**src/rtl/divider_pkg.sv**
```systemverilog
// ---------------------------------------------------------------------------
// divider_pkg
// Shared definitions for the restoring divider:
//   - DEFAULT_WIDTH : default operand/result width
//   - CNT_WIDTH     : iteration counter width for DEFAULT_WIDTH (holds 0..WIDTH)
//   - state_t       : controller states IDLE / BUSY / DONE
// ---------------------------------------------------------------------------
package divider_pkg;

  localparam int DEFAULT_WIDTH = 8;

  // Counter must represent the value WIDTH itself, hence WIDTH+1 codes.
  localparam int CNT_WIDTH = $clog2(DEFAULT_WIDTH + 1);

  typedef enum logic [1:0] {
    IDLE = 2'd0,
    BUSY = 2'd1,
    DONE = 2'd2
  } state_t;

endpackage

```
**src/rtl/restoring_divider_div_step.sv**
```systemverilog
// ---------------------------------------------------------------------------
// div_step
// One combinational restoring-division step: shift {rem, dvd} left by one,
// trial-subtract the divisor from the shifted remainder, and keep the
// difference (quotient bit 1) or restore the shifted value (quotient bit 0).
// Ports:
//   rem_in  [WIDTH-1:0] : partial remainder before the step
//   dvd_in  [WIDTH-1:0] : dividend/quotient shift register before the step
//   dsr     [WIDTH-1:0] : divisor (magnitude)
//   rem_out [WIDTH-1:0] : partial remainder after the step
//   dvd_out [WIDTH-1:0] : shift register after the step, new quotient bit in LSB
// ---------------------------------------------------------------------------
import divider_pkg::*;

module div_step #(
  parameter int WIDTH = DEFAULT_WIDTH
) (
  input  logic [WIDTH-1:0] rem_in,
  input  logic [WIDTH-1:0] dvd_in,
  input  logic [WIDTH-1:0] dsr,
  output logic [WIDTH-1:0] rem_out,
  output logic [WIDTH-1:0] dvd_out
);

  logic [WIDTH:0]   shifted;
  logic [WIDTH-1:0] diff;
  logic             fits;

  // Shift, trial-subtract and restore for a single quotient bit.
  always_comb begin
    shifted = {rem_in, dvd_in[WIDTH-1]};
    fits    = (shifted >= {1'b0, dsr});
    // When the subtraction fits, the true difference is below the divisor,
    // so the low WIDTH bits of the difference are exact.
    diff    = shifted[WIDTH-1:0] - dsr;
    if (fits) begin
      rem_out = diff;
    end else begin
      rem_out = shifted[WIDTH-1:0];
    end
    dvd_out = {dvd_in[WIDTH-2:0], fits};
  end

endmodule

```
**src/rtl/restoring_divider.sv**
```systemverilog
// ---------------------------------------------------------------------------
// restoring_divider
// Multi-cycle restoring divider, one quotient bit per clock, WIDTH cycles
// from start acceptance to valid. A zero divisor bypasses the iteration and
// reports quotient = all ones, remainder = dividend, div_by_zero = 1 one cycle
// after acceptance.
// Optional feature: define SIGNED_DIV_EN for two's-complement operands
// (magnitudes are divided, quotient truncates toward zero, remainder takes
// the dividend's sign). Without it the divider is purely unsigned.
// Ports:
//   clk         in   rising-edge clock
//   rst_n       in   asynchronous active-low reset
//   start       in   request, accepted in IDLE or DONE
//   dividend    in   [WIDTH-1:0] numerator, captured on acceptance
//   divisor     in   [WIDTH-1:0] denominator, captured on acceptance
//   quotient    out  [WIDTH-1:0] registered result, held until next completion
//   remainder   out  [WIDTH-1:0] registered result, held until next completion
//   valid       out  one-cycle pulse when results are written
//   busy        out  high exactly while in BUSY
//   div_by_zero out  last completed operation had a zero divisor
// ---------------------------------------------------------------------------
import divider_pkg::*;

module restoring_divider #(
  parameter int WIDTH = DEFAULT_WIDTH
) (
  input  logic             clk,
  input  logic             rst_n,
  input  logic             start,
  input  logic [WIDTH-1:0] dividend,
  input  logic [WIDTH-1:0] divisor,
  output logic [WIDTH-1:0] quotient,
  output logic [WIDTH-1:0] remainder,
  output logic             valid,
  output logic             busy,
  output logic             div_by_zero
);

  localparam int CW = $clog2(WIDTH + 1);

  state_t           state, state_next;
  logic [WIDTH-1:0] part_rem, part_rem_next;
  logic [WIDTH-1:0] work, work_next;       // dividend shifting out, quotient shifting in
  logic [WIDTH-1:0] dsr, dsr_next;
  logic [CW-1:0]    cnt, cnt_next;
  logic             zero_pend, zero_pend_next;
  logic [WIDTH-1:0] quotient_next, remainder_next;
  logic             valid_next, busy_next, dbz_next;
  logic             accept;
  logic [WIDTH-1:0] op_a, op_b;
  logic [WIDTH-1:0] q_final, r_final;
  logic [WIDTH-1:0] step_rem, step_work;
`ifdef SIGNED_DIV_EN
  logic             neg_q, neg_q_next;
  logic             neg_r, neg_r_next;
`endif

  div_step #(.WIDTH(WIDTH)) u_step (
    .rem_in  (part_rem),
    .dvd_in  (work),
    .dsr     (dsr),
    .rem_out (step_rem),
    .dvd_out (step_work)
  );

  // Operand conditioning and final result sign fix-up.
  always_comb begin
`ifdef SIGNED_DIV_EN
    if (dividend[WIDTH-1]) begin
      op_a = ~dividend + WIDTH'(1);
    end else begin
      op_a = dividend;
    end
    if (divisor[WIDTH-1]) begin
      op_b = ~divisor + WIDTH'(1);
    end else begin
      op_b = divisor;
    end
    if (neg_q) begin
      q_final = ~step_work + WIDTH'(1);
    end else begin
      q_final = step_work;
    end
    if (neg_r) begin
      r_final = ~step_rem + WIDTH'(1);
    end else begin
      r_final = step_rem;
    end
`else
    op_a    = dividend;
    op_b    = divisor;
    q_final = step_work;
    r_final = step_rem;
`endif
  end

  // Next-state and datapath update logic.
  always_comb begin
    state_next     = state;
    part_rem_next  = part_rem;
    work_next      = work;
    dsr_next       = dsr;
    cnt_next       = cnt;
    zero_pend_next = zero_pend;
    quotient_next  = quotient;
    remainder_next = remainder;
    valid_next     = 1'b0;
    dbz_next       = div_by_zero;
    accept         = 1'b0;
`ifdef SIGNED_DIV_EN
    neg_q_next     = neg_q;
    neg_r_next     = neg_r;
`endif

    case (state)
      IDLE: begin
        // A pending zero-divisor result takes the cycle after acceptance;
        // a start seen in that same cycle is not accepted.
        if (zero_pend) begin
          quotient_next  = {WIDTH{1'b1}};
          remainder_next = work;
          dbz_next       = 1'b1;
          valid_next     = 1'b1;
          zero_pend_next = 1'b0;
          state_next     = DONE;
        end else if (start) begin
          accept = 1'b1;
        end else begin
          state_next = IDLE;
        end
      end
      BUSY: begin
        part_rem_next = step_rem;
        work_next     = step_work;
        cnt_next      = cnt - CW'(1);
        if (cnt == CW'(1)) begin
          quotient_next  = q_final;
          remainder_next = r_final;
          dbz_next       = 1'b0;
          valid_next     = 1'b1;
          state_next     = DONE;
        end else begin
          state_next = BUSY;
        end
      end
      DONE: begin
        if (start) begin
          accept = 1'b1;
        end else begin
          state_next = IDLE;
        end
      end
      default: begin
        state_next = IDLE;
      end
    endcase

    if (accept) begin
      dsr_next      = op_b;
      part_rem_next = {WIDTH{1'b0}};
      if (divisor == {WIDTH{1'b0}}) begin
        // Remainder must report the raw dividend, so keep it unconditioned.
        work_next      = dividend;
        cnt_next       = CW'(0);
        zero_pend_next = 1'b1;
        state_next     = IDLE;
      end else begin
        work_next      = op_a;
        cnt_next       = CW'(WIDTH);
        zero_pend_next = 1'b0;
        state_next     = BUSY;
      end
`ifdef SIGNED_DIV_EN
      neg_q_next = dividend[WIDTH-1] ^ divisor[WIDTH-1];
      neg_r_next = dividend[WIDTH-1];
`endif
    end else begin
      zero_pend_next = zero_pend_next;
    end

    busy_next = (state_next == BUSY);
  end

  // State and datapath registers.
  always_ff @(posedge clk or negedge rst_n) begin
    if (!rst_n) begin
      state       <= IDLE;
      part_rem    <= {WIDTH{1'b0}};
      work        <= {WIDTH{1'b0}};
      dsr         <= {WIDTH{1'b0}};
      cnt         <= CW'(0);
      zero_pend   <= 1'b0;
      quotient    <= {WIDTH{1'b0}};
      remainder   <= {WIDTH{1'b0}};
      valid       <= 1'b0;
      busy        <= 1'b0;
      div_by_zero <= 1'b0;
`ifdef SIGNED_DIV_EN
      neg_q       <= 1'b0;
      neg_r       <= 1'b0;
`endif
    end else begin
      state       <= state_next;
      part_rem    <= part_rem_next;
      work        <= work_next;
      dsr         <= dsr_next;
      cnt         <= cnt_next;
      zero_pend   <= zero_pend_next;
      quotient    <= quotient_next;
      remainder   <= remainder_next;
      valid       <= valid_next;
      busy        <= busy_next;
      div_by_zero <= dbz_next;
`ifdef SIGNED_DIV_EN
      neg_q       <= neg_q_next;
      neg_r       <= neg_r_next;
`endif
    end
  end

endmodule

```
**config.mk**
```make
export PLATFORM = sky130hd
export DESIGN_NAME = restoring_divider
export DESIGN_NICKNAME = d
export VERILOG_FILES = /design/src/rtl/divider_pkg.sv /design/src/rtl/restoring_divider_div_step.sv /design/src/rtl/restoring_divider.sv
export SDC_FILE = /design/constraint.sdc
export NUM_CORES = 1
export LEC_CHECK = 0
export CORE_MARGIN = 4
export CORE_UTILIZATION = 40
export CTS_CLUSTER_SIZE = 30
export DETAILED_ROUTE_END_ITERATION = 6
export PLACE_DENSITY = 0.72
export SKIP_LAST_GASP = 1
export SYNTH_ARGS = -nofsm -noshare
export SYNTH_HDL_FRONTEND = slang
export SYNTH_SLANG_ARGS = --single-unit
```
**constraint.sdc**
```tcl
create_clock -name clk -period 2.34 [get_ports clk]
set_clock_uncertainty 0.1 [all_clocks]
set_input_delay 0.468 -clock clk [delete_from_list [all_inputs] [get_ports clk]]
set_output_delay 0.468 -clock clk [all_outputs]
set_load 0.03 [all_outputs]
```
* After elaboration in Yosys (flattened, before gate mapping)
Index checks and enable logic that the tools add are counted.
** Storage, ports and cells
- Bits in registers :: 50
** Operators by class
- Add/sub/neg operators :: 2
- Magnitude comparators :: 1
- Equality and inequality tests :: 6
- Multiplexer cells :: 32
- Reductions and logical operators :: 6
** Operator list (count)
- two-way mux 8 bit :: 9
- one-hot mux 8 bit (2 select lines) :: 2
- two-way mux 4 bit :: 3
- two-way mux 1 bit :: 10
- greater-or-equal comparator 9 x 8 -> 1 bit :: 1
- logical NOT 8 bit :: 1
- two-way mux 2 bit :: 4
- subtractor 8 bit :: 1
- one-hot mux 1 bit (2 select lines) :: 3
- one-hot mux 2 bit (3 select lines) :: 1
- nonzero test 2 bit :: 3
- equality test 2 x 1 -> 1 bit (second input constant) :: 2
- equality test 4 x 1 -> 1 bit (second input constant) :: 1
- inequality test 2 bit (second input constant) :: 2
- subtractor 4 x 1 -> 4 bit (second input constant) :: 1
- AND reduction 3 bit :: 1
- equality test 2 bit (second input constant) :: 1
- logical NOT 2 bit :: 1

* Longest topological paths before layout
- Word-level depth :: 5
- Depth in mapped cells :: 10
- Depth with buffers taken out :: 9

* Hierarchy
Synthesis repeated with hierarchy kept, for this count alone.
** Second synthesis, totals
- Cell total of the unflattened synthesis :: 267
- Area total of the unflattened synthesis :: 2767.7 um^2
** By module, submodules not included
- restoring_divider :: times used 1, cells each 193, area an instance 2168.3 um^2
- div_step :: times used 1, cells each 74, area an instance 599.3 um^2

* Least setup slack after synthesis
OpenSTA, ideal clock, no wires.
- Kind :: reg-to-reg
- Start point :: reg part_rem[5]
- End point :: reg part_rem[1]
- Library setup time :: 87 ps
- Arrival time :: 1958 ps
- Setup slack :: 195 ps
- Cell stages (with the launch flop) :: 7
- Period minus slack after synthesis :: 2145 ps
- Cell sequence :: dfrtp_1 -> ha_1 -> a21o_1 -> a211oi_2 -> nor2b_2 -> mux2_2 -> a211oi_2
** Between the ends
- Word-level cells in the longest chain between the ends :: 4
** RTL lines
- start: declaration :: RTL line restoring_divider.sv:42 : logic [WIDTH-1:0] part_rem, part_rem_next;
- start signal: assignment :: RTL line restoring_divider.sv:188 : part_rem <= {WIDTH{1'b0}};
- start signal: assignment :: RTL line restoring_divider.sv:204 : part_rem <= part_rem_next;
- greater-or-equal comparator 9 x 8 -> 1 bit :: RTL line restoring_divider_div_step.sv:32 : fits = (shifted >= {1'b0, dsr});
- two-way mux 8 bit :: RTL line restoring_divider_div_step.sv:36 : if (fits) begin
- two-way mux 8 bit :: RTL line restoring_divider.sv:115 : case (state)
- two-way mux 8 bit :: RTL line restoring_divider.sv:158 : if (accept) begin
No other way between the ends. The select of a mux whose other input is x is not followed.
A chain may end at the register's enable or synchronous reset.

* Worst setup path after layout
- Start point :: reg part_rem[3]
- End point :: reg remainder[2]
** Between the ends
- Word-level cells in the longest chain between the ends :: 4
** RTL lines
- greater-or-equal comparator 9 x 8 -> 1 bit :: RTL line restoring_divider_div_step.sv:32
- two-way mux 8 bit :: RTL line restoring_divider_div_step.sv:36
- two-way mux 8 bit :: RTL line restoring_divider.sv:136 : if (cnt == CW'(1)) begin
- one-hot mux 8 bit (2 select lines) :: RTL line restoring_divider.sv:115
- end signal: assignment :: RTL line restoring_divider.sv:194 : remainder <= {WIDTH{1'b0}};
- end signal: assignment :: RTL line restoring_divider.sv:210 : remainder <= remainder_next;
- end: declaration :: RTL line restoring_divider.sv:33 : output logic [WIDTH-1:0] remainder,
No other way between the ends. The select of a mux whose other input is x is not followed.

==> reports/metrics.yaml <==
run_status:
  status: "finished clean"
sta:
  hold_viol_final: 0
  worst_slew_pin_slew_ps: 840
  setup_violations: 0
  relSlewSlack_pct: 43.8
  fmax_ghz: 0.444
  fin_crit_sh_pct: 96.3
  period_needed_ps: 2250
  maxSlewViolCount: 0
floorplanning:
  start_util_pct: 42.0
  die_h_microns: 87.8
  dieArea_sq_um: 7710
  die_x_microns: 87.8
  core-area_sq_um: 6060
  io_pins: 38
  rows: 28
yosys:
  yosysWarnings: 0
  yosysSeqAreaShare_pct: 49.1
  syn_area_sq_um: 2550
  syn_area_per_cell_sq_um: 9.65
  synthCells: 264
  yosysUniqueCellTypes: 44
  yosys_register_bits: 50
  synth_area_leaders: "dfrtp_1 49%, nand2_1 5.7%, ha_1 4.9%"
  yosys.area.top_type: "dfrtp_1"
  synth.net_count: 294
  synth_top_area_share_pct: 49.1
job:
  maxCapViolCount: 0
worst_setup_path:
  slowest_delay_ps: 450
  path_buf_inv: 2
  crit_start: "part_rem[3]"
  cp_top_family: "simple AND/OR/NAND/NOR gates"
  worstSetupPathType: "reg -> reg"
  rrSetupSlack_ps: 90
  end_kind: "flip-flop"
  cp_common_cell: "buf_4"
  r2r-start: "part_rem[3]"
  path_cells: "ha_4 -> and3_4 -> nand3_1 -> a31oi_2 -> nor2b_2 -> buf_4 -> buf_4 -> nor3b_2 -> o31ai_1"
  crit_fanout: 5
  crit_required_ps: 2470
  worstPathArrival_ps: 2380
  start_kind: "flip-flop"
  critPathSlowestCell: "dfrtp_2"
routing:
  drt-initial-drc-count: 158
  num_vias: 2110
  drt_wl_total_microns: 6350
  antenna_left: 0
  first_pass_iters: 4
  wl_per_cell_microns: 16.2
  via_per_inst: 5.38
  drc: 0
final_layout:
  design_area_sq_um: 3310
  layout-drive-gt1-share_pct: 17.0
  fill_cells: 548
  regArea_sq_um: 1250
  multi_input_area_sq_um: 1260
  syn2layout_area_growth_pct: 30.0
  antenna_cells: 0
  nNetsFinal: 346
place:
  place_hpwl_microns: 4410
  portBuffers: 37
  placed_area_sq_um: 3090
  gp_congestion: 0.877
power:
  p_total_mw: 5.86
  irDropWorstVdd_uv: 781
  cellPowerDensity_nw_per_um2: 1770
  p_leak_nw: 1.45
clocking:
  cts_buffer_depth: 2
  cts_root_buf: "clkbuf_8"
  cts_hold_buf: 0
  insertion_delay_ps: 310
  numCtsBuffers: 5
  cts_tree: "built"
  clkSinkCount: 50
  cts_htree_levels: 2
  path_clk_slew_ps: 100
grt:
  grt_pass1_wl_microns: 10600
  grt_pass1_vias: 2217
  antenna_found_initial: 0
  grt_max_degree: 51
  track_usage_pct: 17.6
  overflow: 0
min_path:
  hp-class: "in -> async"
==> sequential cells by signal, indices dropped and copies added (netlist names) <==
name,cells
cnt,4
div_by_zero,1
busy,1
zero_pend,1
quotient,8
work,8
dsr,8
state,2
valid,1
remainder,8
part_rem,8
==> final timing paths <==
| kind | end | depth (start not counted) |
|---|---|---|
| setup / recovery | remainder[2] | 9 |
| hold / removal | part_rem[1] | 2 |
| setup reg to reg | remainder[2] | 9 |
| hold reg to reg | work[7] | 2 |
| max in group asynchronous | part_rem[3] | 2 |
| min in group clk | work[7] | 2 |
==> cell usage in the layout (no fill, tap or decap), drive strengths merged, types with 4 or more instances in the layout <==
master / netlist / routed
mux2i: 5 / 5
buf: 4 / 20
o22a: 8 / 8
dfrtp: 50 / 50
a22oi: 10 / 10
a31oi: 4 / 4
a21oi: 13 / 13
clkdlybuf4s50: 0 / 36
a211oi: 5 / 5
ha: 10 / 10
clkbuf: 7 / 5
inv: 18 / 19
a21o: 4 / 4
nor2: 23 / 23
mux2: 4 / 4
nand2: 39 / 39
o21ai: 21 / 21
==> final cells by class <==
type                       count  share of cell area (%)
clock buffer                   5                    2.08
clock inverter                 3                    1.44
inverter                      18                    2.04
multi-input combinational    185                    38.1
sequential                    50                    37.8
tap                           75                    2.83
timing repair buffer          56                    15.7
==> cell families (layout without fill, tap and decap cells) <==
family                     Yosys count  count (layout)  share of synthesized area (%)
adders and majority gates           11              11                           5.70
AOI/OAI and AO/OA                   77              77                           20.3
xor gates and xnor gates             4               4                           1.38
muxes                                9               9                           3.73
DFF                                 50              50                           49.1
and+or+nand+nor                     84              84                           15.1
buffers and inverters               29              82                           4.71
==> power breakdown <==
part | switching (mW) | internal (mW)
logic | 1.98 | 1.66
registers | 0.323 | 1.27
clock network | 0.312 | 0.324
total | 2.61 | 3.25
==> cells in the mapped netlist <==
| library cell | count |
|---|---|
| a31oi_1 | 4 |
| inv_2 | 1 |
| nand3_1 | 3 |
| o311a_1 | 1 |
| or2_1 | 1 |
| mux2i_1 | 5 |
| and2_1 | 1 |
| fa_1 | 1 |
| xor2_1 | 1 |
| o21ai_0 | 20 |
| a22o_1 | 1 |
| and3_1 | 2 |
| buf_2 | 3 |
| xnor2_1 | 3 |
| o31ai_1 | 3 |
| o21ai_1 | 1 |
| a22oi_1 | 10 |
| nand4b_1 | 2 |
| clkbuf_1 | 7 |
| a211oi_1 | 2 |
| inv_1 | 17 |
| nor3b_1 | 1 |
| nor2b_2 | 1 |
| nand2_1 | 39 |
| a21oi_1 | 13 |
| a211o_1 | 1 |
| o211ai_1 | 1 |
| a2bb2oi_1 | 1 |
| a21o_1 | 4 |
| o21a_1 | 1 |
| a211oi_2 | 3 |
| mux2_2 | 4 |
| ha_1 | 10 |
| nor4_1 | 3 |
| dfrtp_1 | 50 |
| buf_6 | 1 |
| nor3b_2 | 2 |
| a21boi_1 | 1 |
| o22a_1 | 8 |
| nand2b_1 | 1 |
| nor2_1 | 23 |
| nor2b_1 | 2 |
| o22ai_1 | 2 |
| nor3_1 | 3 |
==> per-stage QoR <==
step                hold slack (ps)  instances  util (%)  setup slack (ps)  setup TNS (ps)
floorplan                      72.4        264         -               195               0
detailed placement              383        380      50.9              26.3               0
finish                          145        392      54.6              86.1               0
global placement                384        380      50.9              74.3               0
CTS                             179        388      52.8             -4.32           -4.32
global route                    209        392      54.6             -10.7           -35.3
==> metal layers <==
layer  vias up  track usage [%]  wire (microns)
met5         -                0               0
met3         7             3.29             278
met2        46             28.4            2990
li1       1028                -               -
met1      1029             23.9            3000
met4         0             6.14              77
==> timing repair <==
item                       in CTS  in global routing
gates cloned                    0                  0
pin swaps                       0                  3
setup buffers                   0                  4
setup endpoints to repair       1                 14
resized for setup               0                 16
hold endpoints to repair        0                  0
Power figures use the tool's default switching activity.
